**src/rtl/data_sync.sv**
```systemverilog
// Destination-domain bus synchronizer: enable level through a flop chain, rising-edge capture of
// the bus, valid/ack handshake and sticky overrun. Optional parity check: DATA_SYNC_PARITY_EN.
module data_sync #(
  parameter int unsigned NUM_STAGES = 2,
  parameter int unsigned BUS_WIDTH  = 8
) (
  input  logic                 CLK,
  input  logic                 RST,
  input  logic [BUS_WIDTH-1:0] UNSYNC_BUS,
  input  logic                 UNSYNC_PAR,
  input  logic                 BUS_ENABLE,
  input  logic                 RD_ACK,
  input  logic                 OVR_CLR,
  output logic [BUS_WIDTH-1:0] SYNC_BUS,
  output logic                 ENABLE_PULSE,
  output logic                 SYNC_VALID,
  output logic                 OVERRUN,
  output logic                 PAR_ERR
);

  if (NUM_STAGES < 2 || NUM_STAGES > 4) begin : g_bad_stages
    $error("data_sync: NUM_STAGES must be in 2..4");
  end

  logic [NUM_STAGES-1:0] sync_q;
  logic                  en_dly_q;
  logic                  pulse_det;
  logic [BUS_WIDTH-1:0]  bus_q;
  logic                  pulse_q;
  logic                  valid_q, valid_d;
  logic                  ovr_q, ovr_d;

  always_ff @(posedge CLK or posedge RST) begin
    if (RST) begin
      sync_q   <= '0;
      en_dly_q <= 1'b0;
    end else begin
      sync_q   <= {sync_q[NUM_STAGES-2:0], BUS_ENABLE};
      en_dly_q <= sync_q[NUM_STAGES-1];
    end
  end

  assign pulse_det = sync_q[NUM_STAGES-1] & ~en_dly_q;

  always_comb begin
    valid_d = valid_q;
    ovr_d   = ovr_q;
    if (pulse_det) begin
      valid_d = 1'b1;
    end else if (RD_ACK) begin
      valid_d = 1'b0;
    end
    if (OVR_CLR) begin
      ovr_d = 1'b0;
    end
    // An ack in the capture cycle consumes the old word, so it is not an overrun; set beats clear.
    if (pulse_det && valid_q && !RD_ACK) begin
      ovr_d = 1'b1;
    end
  end

  always_ff @(posedge CLK or posedge RST) begin
    if (RST) begin
      bus_q   <= '0;
      pulse_q <= 1'b0;
      valid_q <= 1'b0;
      ovr_q   <= 1'b0;
    end else begin
      pulse_q <= pulse_det;
      valid_q <= valid_d;
      ovr_q   <= ovr_d;
      if (pulse_det) begin
        bus_q <= UNSYNC_BUS;
      end
    end
  end

  assign SYNC_BUS     = bus_q;
  assign ENABLE_PULSE = pulse_q;
  assign SYNC_VALID   = valid_q;
  assign OVERRUN      = ovr_q;

`ifdef DATA_SYNC_PARITY_EN
  logic par_err_q;

  always_ff @(posedge CLK or posedge RST) begin
    if (RST) begin
      par_err_q <= 1'b0;
    end else if (pulse_det) begin
      par_err_q <= (^UNSYNC_BUS) ^ UNSYNC_PAR;
    end
  end

  assign PAR_ERR = par_err_q;
`else
  logic unused_par;
  assign unused_par = UNSYNC_PAR;
  assign PAR_ERR    = 1'b0;
`endif

endmodule

```
**config.mk**
```make
export PLATFORM = sky130hd
export DESIGN_NAME = data_sync
export DESIGN_NICKNAME = d
export VERILOG_FILES = /design/src/rtl/data_sync.sv
export SDC_FILE = /design/constraint.sdc
export NUM_CORES = 1
export LEC_CHECK = 0
export ABC_AREA = 1
export CAP_MARGIN = 40
export CORE_AREA = 5 5 42 44
export CTS_BUF_LIST = sky130_fd_sc_hd__clkbuf_2
export CTS_CLUSTER_SIZE = 40
export DETAILED_ROUTE_END_ITERATION = 10
export DIE_AREA = 0 0 47 49
export GPL_TIMING_DRIVEN = 0
export HOLD_SLACK_MARGIN = 0.1
export PLACE_DENSITY = 0.77
export SETUP_SLACK_MARGIN = 0.1
export SYNTH_ARGS = -nofsm -noshare
export SYNTH_HDL_FRONTEND = slang
export SYNTH_SLANG_ARGS = --single-unit
```
**constraint.sdc**
```tcl
create_clock -name CLK -period 2.4 [get_ports CLK]
set_clock_uncertainty 0.05 [all_clocks]
set_input_delay 0.24 -clock CLK [delete_from_list [all_inputs] [get_ports CLK]]
set_output_delay 0.24 -clock CLK [all_outputs]
set_load 0.03 [all_outputs]
```
# Yosys cells after proc, flatten, opt, wreduce, memory -nomap -nowiden
# Cells that the tools add are included.
# word_totals
reg_bits	14
latchBits	0
ramBits	0
rom_bits	0
in_bits	14
output_inout_bits	12
elab_cells	17
memories	0
# classes
add_sub_neg	0
multipliers	0
n_div	0
order_cmp	0
n_eq_ne	0
shifts	0
muxes	4
bitwise_logic	2
n_reduce_logical	5
# ops
op	count
2-to-1 mux 1 bit	4
nonzero test 2 bit	2
logical AND 1 bit	2
AND 1 bit	1
logical NOT 1 bit	1
NOT 1 bit	1

# Longest topological paths before layout
# depth
word_depth	5
ltp_mapped	4
depth_no_buf	4

# Least setup slack after synthesis
# OpenSTA, ideal clock, no wires.
# synth_path
kind	flip-flop to flip-flop
start	register valid_q (netlist: SYNC_VALID)
end	register ovr_q (netlist: OVERRUN)
setup_time_ps	65
arrival_time_ps	753
t_required_ps	2285
slack_ps	1532
stages_incl_launch_ff	5
n_path_buf	0
period_less_slack_ps	868
cell_sequence	dfrtp_1 -> inv_1 -> nor2_1 -> nand2_1 -> nand2_1
# synth_via
elab_chain_len	3
word_cells_on_any_way	4
classes_between	1 x mux; 3 x reduce/logical
# synth_rtl
item	line	rtl
start: declaration	30	logic valid_q, valid_d;
start signal: assignment	70	valid_q <= valid_d;
logical AND 1 bit * (2 in series)	57	if (pulse_det && valid_q && !RD_ACK) begin
2-to-1 mux 1 bit or nonzero test 2 bit (tied branches)	n/a	
end signal: assignment	71	ovr_q <= ovr_d;
end: declaration	31	logic ovr_q, ovr_d;
# Every way passes the cells marked *; elsewhere a longest branch is shown, timed or not.
# A chain may end at the register's enable or synchronous reset.

# Worst setup path after layout
# layout_path
start	register bus_q[4] (netlist: SYNC_BUS[4])
end	output SYNC_BUS[4]
# layout_lines
item	line	rtl
start: declaration	28	logic [BUS_WIDTH-1:0] bus_q;
start signal: assignment	64	bus_q <= '0;
start signal: assignment	73	bus_q <= UNSYNC_BUS;
end: declaration	14	output logic [BUS_WIDTH-1:0] SYNC_BUS,
# No word-level cell between the ends.

==> results.md <==
- Outcome: finished clean
- Post-synth net total: 66
- Place WS: ~1.1 ns
- Standard-cell row count: 14
- CP Class: reg2out
- Post-Syn Area per Cell: 9.77 sq um
- CTS buffer count: 3
- First-pass GRT wire length: between 1.5 and 2 mm
- Starting Density: 0.362
- Hold Buf Count CTS: 0
- Crit path max fanout: 2
- Count leader, synth: nand2_1
- Yosys top cell by area: dfrtp_1
- FFs w/ async S/R, synth: 1.00
- TritonCTS clock tree: yes
- Cell family with most CP delay: buffers and inverters
- Sequential share of the synthesized area: 0.690
- Fillers: approximately 140
- Antenna Cells: 0
- Area Growth Syn to Fin: 52.2%
- Critical Path Slowest Stage Cell: clkdlybuf4s50_1
- Final Hold Fails: 0
- Placer Congestion: between 0.6 and 0.7
- Arr. time, crit path: roughly 1.3 ns
- Final setup viols: 0
- Crit. path cell count: 1
- WHS: roughly 0.27 ns
- # resized after CTS: 0
- Commonest cells in the synthesized netlist: nand2_1, dfrtp_1, inv_1
- Prevailing post-synth register cell: dfrtp_1
- Core Region: between 1000 and 1500 sq um
- RSZ-0062 raised after global routing: false
- Synth unique cells: 10
- Crit share post-route: 0.670
- Ys Warns: 0
- GRT Util Overall: 0.109
- R2R depth: 3
- Io pins: 26
- Post-CTS Setup Bufs: 0
- Final Critical Period: 1.61 ns
- Vias post-DR: ~410
- Setup_tns: 0 ns
- Hpwl dp: around 840 um
- Largest stage delay, worst path: around 0.67 ns
- Worst-case clock buffer depth: 2
- CP Capture Type: output port
- Fin util: 0.552
- Design Area, Final: 773 sq um
- Drt pass-1 iters: 3
- Antenna violations before repair: 0
- Die Ht: 49 um
- Die W: ~47 um
- VDD IR max: just over 0.0003 V
- Final ANT Viol Nets: 0
- Drt wl/cell: 11.5 um
- Post-synth top area share: 0.690
- Netlist area before placement: a little over 500 sq um
- Grt ovf: 0
- Pwr Total: between 500 and 600 uW
- Placed instance count: 91
- Worst Tran Pin Value: between 0.5 and 0.6 ns
- Clock Latency Late Sink: about 0.26 ns
- Total length of routed wires: approximately 1.1 mm
- Setup ws final: between 0.7 and 0.8 ns
- EDFF count, synth: 0
- Placed Area: about 760 sq um
- Worst rel slew slack: 0.649
- # H-tree levels: 1
- Top cells by area, synth: dfrtp_1, nand2_1, inv_1
- Port Buf Inserts: 23
- Clk Tree Root Cell: clkbuf_2
- Pwr dens: around 660 nW/um^2
- Min-Delay Path Class: in2async
- Fin. max-slew vios: 0
- DRC viols: 0
- Worst Path Required: 2.11 ns
- Post-synthesis instance total: 52
- LEAKAGE: 0.390 nW
- Layout cells sized above 1: 0.103
- Vias in the first global route: ~380
- Seq cells post-synth: 14
- Fin cells: between 90 and 100
- Largest net degree at the start of global routing: 15
- DRT iter0 DRCs: 5
- Worst Setup Start Kind: register
- Buffers & Inverters on Critical Path: 1
- Vias per cell: around 4.4
- Max Freq: approximately 0.62 GHz
- Clock slew at reported path FFs: around 0.12 ns
- CTS Sinks: 14
- Max-cap violations: 0
- Crit-path cells: clkdlybuf4s50_1
- Final #Nets: 94
- Die Area: about 2300 sq um
-- worst paths after layout --
check / start / endpoint / slack (ns)
hold reg to reg: sync_q[0]$_DFF_PP0_ / sync_q[1]$_DFF_PP0_ / 0.31
max in group asynchronous: RST / sync_q[1]$_DFF_PP0_ / 1.67
setup / recovery: SYNC_BUS[4]$_DFFE_PP0P_ / SYNC_BUS[4] / 0.79
hold / removal: RST / SYNC_BUS[6]$_DFFE_PP0P_ / 0.27
setup reg to reg: en_dly_q$_DFF_PP0_ / OVERRUN$_DFFE_PP0P_ / 1.45
min in group CLK: sync_q[0]$_DFF_PP0_ / sync_q[1]$_DFF_PP0_ / 0.31
-- worst register-to-register path: cells and delay by family, from the launching register on --
kind | cells | cell delay, ns
flops | 1 | 0.43
simple gates | 3 | 0.41
-- placed cells by master, fill, tap and decap left out, drive strengths merged --
| cell type | netlist | layout |
|---|---|---|
| dfrtp | 14 | 14 |
| clkdlybuf4s50 | 0 | 23 |
| nor2 | 2 | 2 |
| o21ai | 1 | 1 |
| inv | 5 | 5 |
| clkbuf | 0 | 3 |
| buf | 1 | 1 |
| nand2 | 28 | 28 |
| conb | 1 | 1 |
-- flip-flops by register name (all words and copies together), names as in the netlist --
signal and flops:
SYNC_BUS 8, ENABLE_PULSE 1, sync_q 2, SYNC_VALID 1, en_dly_q 1, OVERRUN 1
-- kinds of logic (layout without fill, tap and decap cells) --
family          count (synthesis)  count (layout)  synth area share
other cells                     1               1           0.00738
buf+inv                         6              32            0.0517
simple gates                   30              30             0.241
flops                          14              14             0.690
compound gates                  1               1           0.00984
-- final cells by class --
class | instances | area [sq um] | share of cell area
Clock buffer | 3 | 15.0 | 0.0194
Multi-Input combinational cell | 32 | 131 | 0.170
Timing Repair Buffer | 23 | 230 | 0.298
Tap cell | 16 | 20.0 | 0.0259
Inverter | 5 | 18.8 | 0.0243
Buffer | 1 | 7.51 | 0.00971
Sequential cell | 14 | 350 | 0.453
-- power by group --
| part | switching, mW | leakage (nW) | internal (mW) | total, mW |
|---|---|---|---|---|
| logic | 0.0767 | 0.206 | 0.0623 | 0.139 |
| clock network | 0.0636 | 0.0125 | 0.0341 | 0.0978 |
| registers | 0.0128 | 0.172 | 0.259 | 0.271 |
-- routing by layer --
layer / vias to the layer above / wire length, um / track usage
li1: 203 / - / -
met1: 186 / 442 / 0.149
met2: 20 / 478 / 0.138
met3: 0 / 157 / 0.0664
met4: 0 / 0 / 0.0415
met5: - / 0 / 0
(Power assumes the default switching activity.)
